<file path="config.mk">
export PLATFORM = sky130hd
export DESIGN_NAME = light_monitor
export DESIGN_NICKNAME = d
export VERILOG_FILES = /design/src/rtl/light_pkg.sv /design/src/rtl/light_monitor_edge_sync.sv /design/src/rtl/light_monitor.sv
export SDC_FILE = /design/constraint.sdc
export NUM_CORES = 1
export LEC_CHECK = 0
export ABC_AREA = 1
export CAP_MARGIN = 5
export CORE_ASPECT_RATIO = 1.75
export CORE_MARGIN = 3
export CORE_UTILIZATION = 50
export CTS_CLUSTER_SIZE = 40
export DETAILED_ROUTE_END_ITERATION = 16
export PLACE_DENSITY = 0.71
export SLEW_MARGIN = 20
export SYNTH_ARGS = -nofsm -noshare
export SYNTH_HDL_FRONTEND = slang
export SYNTH_SLANG_ARGS = --single-unit
export TNS_END_PERCENT = 100
</file>
<file path="constraint.sdc">
create_clock -name clk -period 2.9 [get_ports clk]
set_clock_uncertainty 0.2 [all_clocks]
set_input_delay 0.58 -clock clk [delete_from_list [all_inputs] [get_ports clk]]
set_output_delay 0.58 -clock clk [all_outputs]
set_load 0.05 [all_outputs]
</file>
<file path="src/rtl/light_pkg.sv">
// Shared types for the traffic-light output monitor.
// Light codes, error codes, checker states and limit helpers.
package light_pkg;

    typedef enum logic [1:0] {
        L_OFF    = 2'd0,
        L_RED    = 2'd1,
        L_GREEN  = 2'd2,
        L_YELLOW = 2'd3
    } light_t;

    typedef enum logic [2:0] {
        E_NONE  = 3'd0,
        E_TRANS = 3'd1,
        E_SHORT = 3'd2,
        E_LONG  = 3'd3,
        E_STATE = 3'd4
    } err_t;

    typedef enum logic {
        S_SYNC  = 1'b0,
        S_TRACK = 1'b1
    } state_t;

    // Clamp a signed tick limit into the 9-bit compare range.
    function automatic logic [8:0] lim(input int v);
        logic [8:0] r;
        if (v < 0) begin
            r = 9'd0;
        end else if (v > 511) begin
            r = 9'h1FF;
        end else begin
            r = v[8:0];
        end
        return r;
    endfunction

    // Normal cycle order: RED -> GREEN -> YELLOW -> RED.
    function automatic logic legal_normal(input light_t f, input light_t t);
        logic ok;
        ok = ((f == L_RED) && (t == L_GREEN)) ||
             ((f == L_GREEN) && (t == L_YELLOW)) ||
             ((f == L_YELLOW) && (t == L_RED));
        return ok;
    endfunction

    // Flashing only toggles between OFF and YELLOW.
    function automatic logic legal_flash(input light_t f, input light_t t);
        logic ok;
        ok = ((f == L_OFF) && (t == L_YELLOW)) ||
             ((f == L_YELLOW) && (t == L_OFF));
        return ok;
    endfunction

endpackage

</file>
<file path="src/rtl/light_monitor_edge_sync.sv">
// Multi-stage synchronizer with registered rising-edge pulse.
// Used to turn an asynchronous beat into a one-cycle tick.
module edge_sync #(
    parameter int C_STAGES = 2
) (
    input  logic i_clk,
    input  logic i_rst,
    input  logic i_async,
    output logic o_pulse
);

    logic [C_STAGES-1:0] r_sync;
    logic                r_prev;
    logic                r_pulse;

    // Shift the async input through the sync chain and flag rising edges.
    always_ff @(posedge i_clk) begin
        if (i_rst) begin
            r_sync  <= '0;
            r_prev  <= 1'b0;
            r_pulse <= 1'b0;
        end else begin
            r_sync  <= {r_sync[C_STAGES-2:0], i_async};
            r_prev  <= r_sync[C_STAGES-1];
            r_pulse <= r_sync[C_STAGES-1] & ~r_prev;
        end
    end

    assign o_pulse = r_pulse;

endmodule

</file>
<file path="src/rtl/light_monitor.sv">
// Passive observer of the traffic-light outputs.
// Checks phase order and durations, latches the first violation.
module light_monitor
    import light_pkg::*;
#(
    parameter int C_INT_RED        = 15,
    parameter int C_INT_GREEN      = 20,
    parameter int C_INT_YELLOW     = 5,
    parameter int C_INT_PEDESTRIAN = 10,
    parameter int C_TOL            = 1
) (
    input  logic       clk,
    input  logic       rst,
    input  logic       blink,
    input  logic       inMode,
    input  logic [1:0] inLight,
    output logic [1:0] outState,
    output logic [7:0] outCount,
    output logic       outPhaseDone,
    output logic       outErr,
    output logic [2:0] outErrCode
);

    localparam logic [8:0] LP_RED_LO = lim(C_INT_RED - C_TOL);
    localparam logic [8:0] LP_RED_HI = lim(C_INT_RED + C_TOL);
    localparam logic [8:0] LP_GRN_LO = lim(C_INT_PEDESTRIAN - C_TOL);
    localparam logic [8:0] LP_GRN_HI = lim(C_INT_GREEN + C_TOL);
    localparam logic [8:0] LP_YEL_LO = lim(C_INT_YELLOW - C_TOL);
    localparam logic [8:0] LP_YEL_HI = lim(C_INT_YELLOW + C_TOL);

    logic       w_tick;
    light_t     r_light_q;
    light_t     r_light_d;
    logic       r_mode_q;
    logic       r_mode_d;
    logic [1:0] r_valid;
    logic [7:0] r_cnt;
    logic [7:0] w_cnt_inc;
    logic       w_change;
    logic       w_mode_chg;
    state_t     r_state;
    state_t     w_state_nxt;
    logic       w_done;
    logic       w_err_set;
    err_t       w_err_code;
    logic [7:0] r_count;
    logic       r_done;
    logic       r_err;
    err_t       r_code;

    function automatic logic [8:0] f_lo(input light_t l);
        logic [8:0] v;
        case (l)
            L_RED:    v = LP_RED_LO;
            L_GREEN:  v = LP_GRN_LO;
            L_YELLOW: v = LP_YEL_LO;
            default:  v = 9'd0;
        endcase
        return v;
    endfunction

    function automatic logic [8:0] f_hi(input light_t l);
        logic [8:0] v;
        case (l)
            L_RED:    v = LP_RED_HI;
            L_GREEN:  v = LP_GRN_HI;
            L_YELLOW: v = LP_YEL_HI;
            default:  v = 9'h1FF;
        endcase
        return v;
    endfunction

    // Illegal state beats illegal transition, which beats duration.
    function automatic err_t f_check(
        input light_t     f,
        input light_t     t,
        input logic       flash,
        input logic [7:0] d
    );
        err_t e;
        e = E_NONE;
        if (!flash) begin
            if (t == L_OFF) begin
                e = E_STATE;
            end else if (!legal_normal(f, t)) begin
                e = E_TRANS;
            end else if ({1'b0, d} < f_lo(f)) begin
                e = E_SHORT;
            end else if ({1'b0, d} > f_hi(f)) begin
                e = E_LONG;
            end
        end else begin
            if ((t == L_RED) || (t == L_GREEN)) begin
                e = E_STATE;
            end else if (!legal_flash(f, t)) begin
                e = E_TRANS;
            end
        end
        return e;
    endfunction

    edge_sync #(
        .C_STAGES(2)
    ) u_blink_sync (
        .i_clk  (clk),
        .i_rst  (rst),
        .i_async(blink),
        .o_pulse(w_tick)
    );

    // The valid pipe masks the fake change right after reset.
    assign w_change   = r_valid[1] && (r_light_q != r_light_d);
    assign w_mode_chg = r_valid[1] && (r_mode_q != r_mode_d);
    assign w_cnt_inc  = (r_cnt == 8'hFF) ? 8'hFF : r_cnt + 8'd1;

    // Input registers plus one-cycle history for change detection.
    always_ff @(posedge clk) begin
        if (rst) begin
            r_light_q <= L_OFF;
            r_light_d <= L_OFF;
            r_mode_q  <= 1'b0;
            r_mode_d  <= 1'b0;
            r_valid   <= 2'b00;
        end else begin
            r_light_q <= light_t'(inLight);
            r_light_d <= r_light_q;
            r_mode_q  <= inMode;
            r_mode_d  <= r_mode_q;
            r_valid   <= {r_valid[0], 1'b1};
        end
    end

    // Saturating phase tick counter; a tick on the change cycle starts at 1.
    always_ff @(posedge clk) begin
        if (rst) begin
            r_cnt <= 8'd0;
        end else if (w_change) begin
            r_cnt <= w_tick ? 8'd1 : 8'd0;
        end else if (w_tick) begin
            r_cnt <= w_cnt_inc;
        end
    end

    // Checker state register.
    always_ff @(posedge clk) begin
        if (rst) begin
            r_state <= S_SYNC;
        end else begin
            r_state <= w_state_nxt;
        end
    end

    // Next state, phase completion and error detection.
    always_comb begin
        w_state_nxt = r_state;
        w_done      = 1'b0;
        w_err_set   = 1'b0;
        w_err_code  = E_NONE;
        case (r_state)
            S_SYNC: begin
                if (w_mode_chg) begin
                    w_state_nxt = S_SYNC;
                end else if (w_change) begin
                    w_state_nxt = S_TRACK;
                end
            end
            S_TRACK: begin
                if (w_mode_chg) begin
                    w_state_nxt = S_SYNC;
                end
            end
            default: w_state_nxt = S_SYNC;
        endcase
        if ((r_state == S_TRACK) && !w_mode_chg) begin
            if (w_change) begin
                w_done     = 1'b1;
                w_err_code = f_check(r_light_d, r_light_q, r_mode_q, r_cnt);
                w_err_set  = (w_err_code != E_NONE);
            end else if (!r_mode_q && w_tick &&
                         ({1'b0, w_cnt_inc} > f_hi(r_light_q))) begin
                w_err_code = E_LONG;
                w_err_set  = 1'b1;
            end
        end
    end

    // Completed-phase duration and pulse.
    always_ff @(posedge clk) begin
        if (rst) begin
            r_count <= 8'd0;
            r_done  <= 1'b0;
        end else begin
            r_done <= w_done;
            if (w_done) begin
                r_count <= r_cnt;
            end
        end
    end

    // Sticky first-error latch.
    always_ff @(posedge clk) begin
        if (rst) begin
            r_err  <= 1'b0;
            r_code <= E_NONE;
        end else if (!r_err && w_err_set) begin
            r_err  <= 1'b1;
            r_code <= w_err_code;
        end
    end

    assign outState     = r_light_q;
    assign outCount     = r_count;
    assign outPhaseDone = r_done;
    assign outErr       = r_err;
    assign outErrCode   = r_code;

endmodule

</file>
# == After elaboration in Yosys (flattened, before gate mapping) ==
# Cells that the tools add are included.
# totals
elab_cells,94
input_bits,6
output_inout_bits,15
regBits,34
# classes
n_reduce_logical,22
n_eq_ne,9
addsub,1
bitwise,3
n_mux,41
magnitude_cmp,3
# ops
operator,n
$mux 9,13
$pmux 9 s3,2
$mux 8,3
$mux 3,7
$gt 8x9->1,2
$pmux 4 s3,1
$logic_and 1x1->1,11
$mux 1,10
$lt 8x9->1,1
$add 8x1->8 const B,1
$eq 2x2->1 const B,4
$eq 8x8->1 const B,1
$mux 2,4
$eq 2x1->1 const B,2
$logic_not 2->1,2
$logic_or 1x1->1,4
$logic_not 1->1,3
$reduce_bool 3->1,1
$ne 2x2->1,1
$not 1->1,2
$pmux 1 s2,1
$reduce_bool 2->1,1
$and 1x1->1,1
$ne 1x1->1,1

# == Depth between registers and ports, before layout ==
# depth
ltp_word,28
mapped_depth,20
mapped_depth_nobuf,20

# == Cells and area by module ==
# Synthesis repeated with hierarchy kept, for this count alone.
# hier_totals
cells_unflattened,309
area_unflattened_um2,2197.1
# modules_own_cells
module,area_per_inst_um2,seq_area_each_um2,cells_each,n_inst
light_monitor,2082.0,600.6,297,1
edge_sync,115.1,80.1,12,1

# == Worst setup path after synthesis ==
# Ideal clock, no wire load.
# synth_timing
kind,register to register
startpoint,"register r_light_q[0], in the netlist outState[0]"
endpoint,"register r_code[0], in the netlist outErrCode[0]"
period_less_slack_ps,2597
setup_slack_ps,303
stages_incl_launch_ff,14
setup_time_ps,64
n_path_buf,0
t_arrival_ps,2332
required_ps,2636
cell_sequence,dfxtp_1 > inv_1 > ha_1 > or2_2 > ha_1 > nand2_1 > nor2_1 > nand3_1 > nand3_1 > nand2_1 > nand2_1 > nor2_4 > nor2_1 > nor2_1
# synth_via
elab_chain_len,13
word_cells_on_any_way,35
classes_between,order compare (1); eq/ne (4); mux (16); reduce/logical (14)
# synth_rtl
element,line_no,rtl
"start, declared",light_monitor.sv:32,light_t r_light_q;
"start signal, assigned",light_monitor.sv:125,r_light_q <= light_t'(inLight);
branches (longest 13 deep; another with $gt 8x9->1),-,
"end signal, assigned",light_monitor.sv:207,r_code <= w_err_code;
"end, declared",light_monitor.sv:49,err_t r_code;
# Parallel ways; which one is timed is not known. The select of a mux whose other input is x is not followed.
# A chain may end at the register's enable or synchronous reset.

# == Worst setup path in the final report ==
# layout_timing
startpoint,register r_cnt[0]
endpoint,"register r_code[0], in the netlist outErrCode[0]"
# layout_via
elab_chain_len,12
word_cells_on_any_way,22
classes_between,add/sub (1); order compare (3); eq/ne (1); mux (14); reduce/logical (3)
# layout_rtl
element,line_no,rtl
"start, declared",light_monitor.sv:37,logic [7:0] r_cnt;
"start signal, assigned",light_monitor.sv:138,r_cnt <= w_tick ? 8'd1 : 8'd0;
"start signal, assigned",light_monitor.sv:140,r_cnt <= w_cnt_inc;
$gt 8x9->1,light_monitor.sv:89,"end else if ({1'b0, d} > f_hi(f)) begin"
$mux 2,light_monitor.sv:89,
$mux 2,light_monitor.sv:87,"end else if ({1'b0, d} < f_lo(f)) begin"
$mux 2,light_monitor.sv:85,"end else if (!legal_normal(f, t)) begin"
$mux 3,light_monitor.sv:83,if (t == L_OFF) begin
$mux 3,light_monitor.sv:82,if (!flash) begin
$mux 3,light_monitor.sv:175,if (w_change) begin
$mux 3,light_monitor.sv:174,if ((r_state == S_TRACK) && !w_mode_chg) begin
$reduce_bool 3->1,light_monitor.sv:178,w_err_set = (w_err_code != E_NONE);
$mux 1,light_monitor.sv:175,
$mux 1,light_monitor.sv:174,
$logic_and 1x1->1,light_monitor.sv:205,end else if (!r_err && w_err_set) begin
# Several ways; a longest one is shown, not always the timed one. The select of a mux whose other input is x is not followed.

==> flow_summary_export.csv <==
group,metric,value,unit
worst_setup_path,cp-end-kind,"flip-flop",
yosys,netlist_top_cells_area,"dfxtp_1 (31%), ha_1 (18%), nand2_1 (12%)",
worst_setup_path,required,2.89,ns
global_routing,grt_pass1_vias,1942,
yosys,synth_cells,313,
floorplanning,top_level_ports,21,
placed_design,numPortBuffers,20,
drt,firstDrtPassIters,4,
floorplanning,die_w,56.5,microns
clock_network,cts_tree,"yes",
power_and_ir_drop,intPower,0.871,mW
yosys,syn-cell-area,2230,sq um
final_layout,antenna_cells,0,
final_layout,area_delta_synth_final,21.5,%
power_and_ir_drop,combPwrFrac,0.117,
yosys,yosysMostFrequentCell,"nand2_1",
worst_setup_path,cpMaxStageDelayCell,"dfxtp_4",
placed_design,routabilityCongestion,0.931,
worst_setup_path,worst-path-buf-inv,3,
sta,max_freq,0.369,GHz
drt,wl,5120,microns
yosys,synth.avg_cell_area,7.12,sq um
clock_network,numCtsBuffers,5,
drt,via_per_inst,5.20,
power_and_ir_drop,seqPwrFrac,0.421,
power_and_ir_drop,p_sw_frac,0.247,
sta,setup_violations,0,
worst_setup_path,cp_top_family,"simple AND/OR/NAND/NOR gates",
sta,hold_viol_final,0,
yosys,synth_edf_count,0,
sta,fin_crit,2.71,ns
clock_network,root_buffer,"clkbuf_8",
final_layout,final_util,0.640,
floorplanning,die_area,5320,sq um
sta,relSlewSlack,0.662,
yosys,synthTopCellsByCount,"nand2_1 (70), nor2_1 (45), inv_1 (35), dfxtp_1 (34), ha_1 (32)",
drt,postRouteAntennaNets,0,
final_layout,drive_above_1_share,0.175,
clock_network,cts_max_level,2,
floorplanning,fp.dieH,94.3,microns
global_routing,grt_max_degree,23,
power_and_ir_drop,p_per_area,428,nW/um^2
clock_network,cts_buffer_depth,2,
yosys,synth-seq-cells,34,
run_status,run_status,"complete, no violations",
power_and_ir_drop,ir_drop,0.000423,V
floorplanning,coreArea,4230,sq um
yosys,seq_area_frac_synth,0.306,
floorplanning,rows,31,
sta,slew_violations,0,
global_routing,grt-ovfl-total,0,
yosys,ys_types,32,
worst_setup_path,cp_common_cell,"nand3_1",
yosys,syn-num-nets,351,
drt,drc_errors,0,
clock_network,clkTransAtPathRegs,0.07,ns
worst_setup_path,worst_setup_path_start_kind,"flip-flop",
yosys,yosysTopAreaCell,"dfxtp_1",
drt,route.vias.total,2032,
yosys,synthFlopType,"dfxtp_1",
placed_design,dp_hpwl,4050,microns
drt,drt_iter0_markers,57,
clock_network,clk_latency,0.30,ns
clock_network,holdBufCountCts,0,
sta,setup_tns,0,ns
yosys,async_reset_ff_frac,0,
power_and_ir_drop,p_leak,1.27,nW
clock_network,post_cts_buffers,0,
yosys,synth.top_cell.area_share,0.306,
final_layout,nets,379,
power_and_ir_drop,p_clk_frac,0.462,
sta,timing.hold.ws,0.197,ns
power_and_ir_drop,p_sw,0.286,mW
worst_setup_path,critPathMaxStageDelay,0.37,ns
yosys,ys_warn_count,0,
clock_network,cts_resized,0,
hold_path,hold_class,"flip-flop to flip-flop",
sta,period_share,0.935,
worst_setup_path,crit_type,"flip-flop to flip-flop",
worst_setup_path,path_cells,"ha_2, nand2_2, nor2_4, inv_2, nor3_4, nand3_1, o21ai_0, inv_1, ha_1, nand2_1, inv_1, nand4_1, nand3_1, nand3_2, a21boi_2, nand3_1, nand2_1, nor2_1",
clock_network,cts.sinks,34,
flow_run,drv_cap,0,
drt,wire_per_inst,13.1,microns
sta,worstMarginPinSlew,0.505,ns
worst_setup_path,crit_arrival,2.70,ns
worst_setup_path,crit_fanout,5,
global_routing,grt_use_total,0.205,
global_routing,grt_pass1_wl,8470,microns
floorplanning,initial_utilization,0.527,
global_routing,antenna_found_initial,0,
stage by stage:
step	cell area, sq um	setup WS [ns]	power, mW	instances
CTS	2640	0.133	1.16	391
finish	2710	0.190	1.16	391
detailed placement	2500	0.141	0.631	383
floorplan	2230	0.303	0.592	313
global placement	2500	0.242	0.629	383
global route	2710	-0.0612	1.20	391
worst paths after layout:
| check | start | endpoint | slack [ns] | cells past startpoint |
|---|---|---|---|---|
| worst max-delay path | r_cnt[0] | outErrCode[0] | 0.19 | 18 |
| worst min-delay path | u_blink_sync.r_prev | u_blink_sync.o_pulse | 0.20 | 1 |
| worst max register to register | r_cnt[0] | outErrCode[0] | 0.19 | 18 |
| worst min register to register | u_blink_sync.r_prev | u_blink_sync.o_pulse | 0.20 | 1 |
registers in the layout, summed over array words and instances, names as in the netlist:
register / cells
outCount: 8
r_state: 1
u_blink_sync.r_sync: 2
u_blink_sync.o_pulse: 1
outErr: 1
outPhaseDone: 1
r_mode_d: 1
r_valid: 2
r_light_d: 2
r_mode_q: 1
outErrCode: 3
outState: 2
u_blink_sync.r_prev: 1
r_cnt: 8
placed cells by master, fill, tap and decap left out, drive strengths merged, types with 3 or more instances in the layout:
master,n
inv,49
clkdlybuf4s50,20
nand2,72
nor2,51
o21ai,13
clkbuf,5
nand4,4
nor3,5
buf,5
dfxtp,34
a21oi,21
or2,3
ha,32
nand3,16
power groups by stage:
stage               Clock, mW  Combinational [mW]  Sequential [mW]
finish                  0.534               0.136            0.487
global route            0.562               0.153            0.489
CTS                     0.543               0.134            0.488
detailed placement          0               0.133            0.499
global placement            0               0.131            0.498
floorplan                   0              0.0802            0.512
cells by family (layout without fill, tap and decap cells):
group | after synthesis | count (layout) | share of synthesized area
AND/OR/NAND/NOR | 152 | 152 | 0.307
XOR/XNOR | 2 | 2 | 0.00787
AO/OA/AOI/OAI | 39 | 39 | 0.105
buffers and inverters | 54 | 83 | 0.0944
adder cells (fa/ha/maj) | 32 | 32 | 0.180
flip-flops | 34 | 34 | 0.306
routing by layer:
metal  routed length [microns]  vias to the layer above  global-route usage
li1                          -                     1046                   -
met1                      1990                      932               0.204
met2                      2770                       35               0.375
met3                       130                       19              0.0385
met4                       228                        0               0.139
met5                         0                        -                   0
worst register-to-register path, cell delays in order, from the launching register on:
cell	delay, ns
dfxtp_4	0.37
ha_2	0.19
nand2_2	0.08
nor2_4	0.11
inv_2	0.06
nor3_4	0.21
nand3_1	0.09
o21ai_0	0.08
inv_1	0.10
ha_1	0.30
nand2_1	0.06
inv_1	0.09
nand4_1	0.11
nand3_1	0.11
nand3_2	0.09
a21boi_2	0.18
nand3_1	0.10
nand2_1	0.07
nor2_1	0.04
cell type report:
class	instances	area, sq um
Clock buffer	5	68.8
Clock inverter	3	68.8
Fill cell	392	1520
Inverter	50	188
Multi-Input combinational cell	225	1400
Sequential cell	34	684
Tap cell	49	61.3
Timing Repair Buffer	25	238
Power figures use the tool's default switching activity.
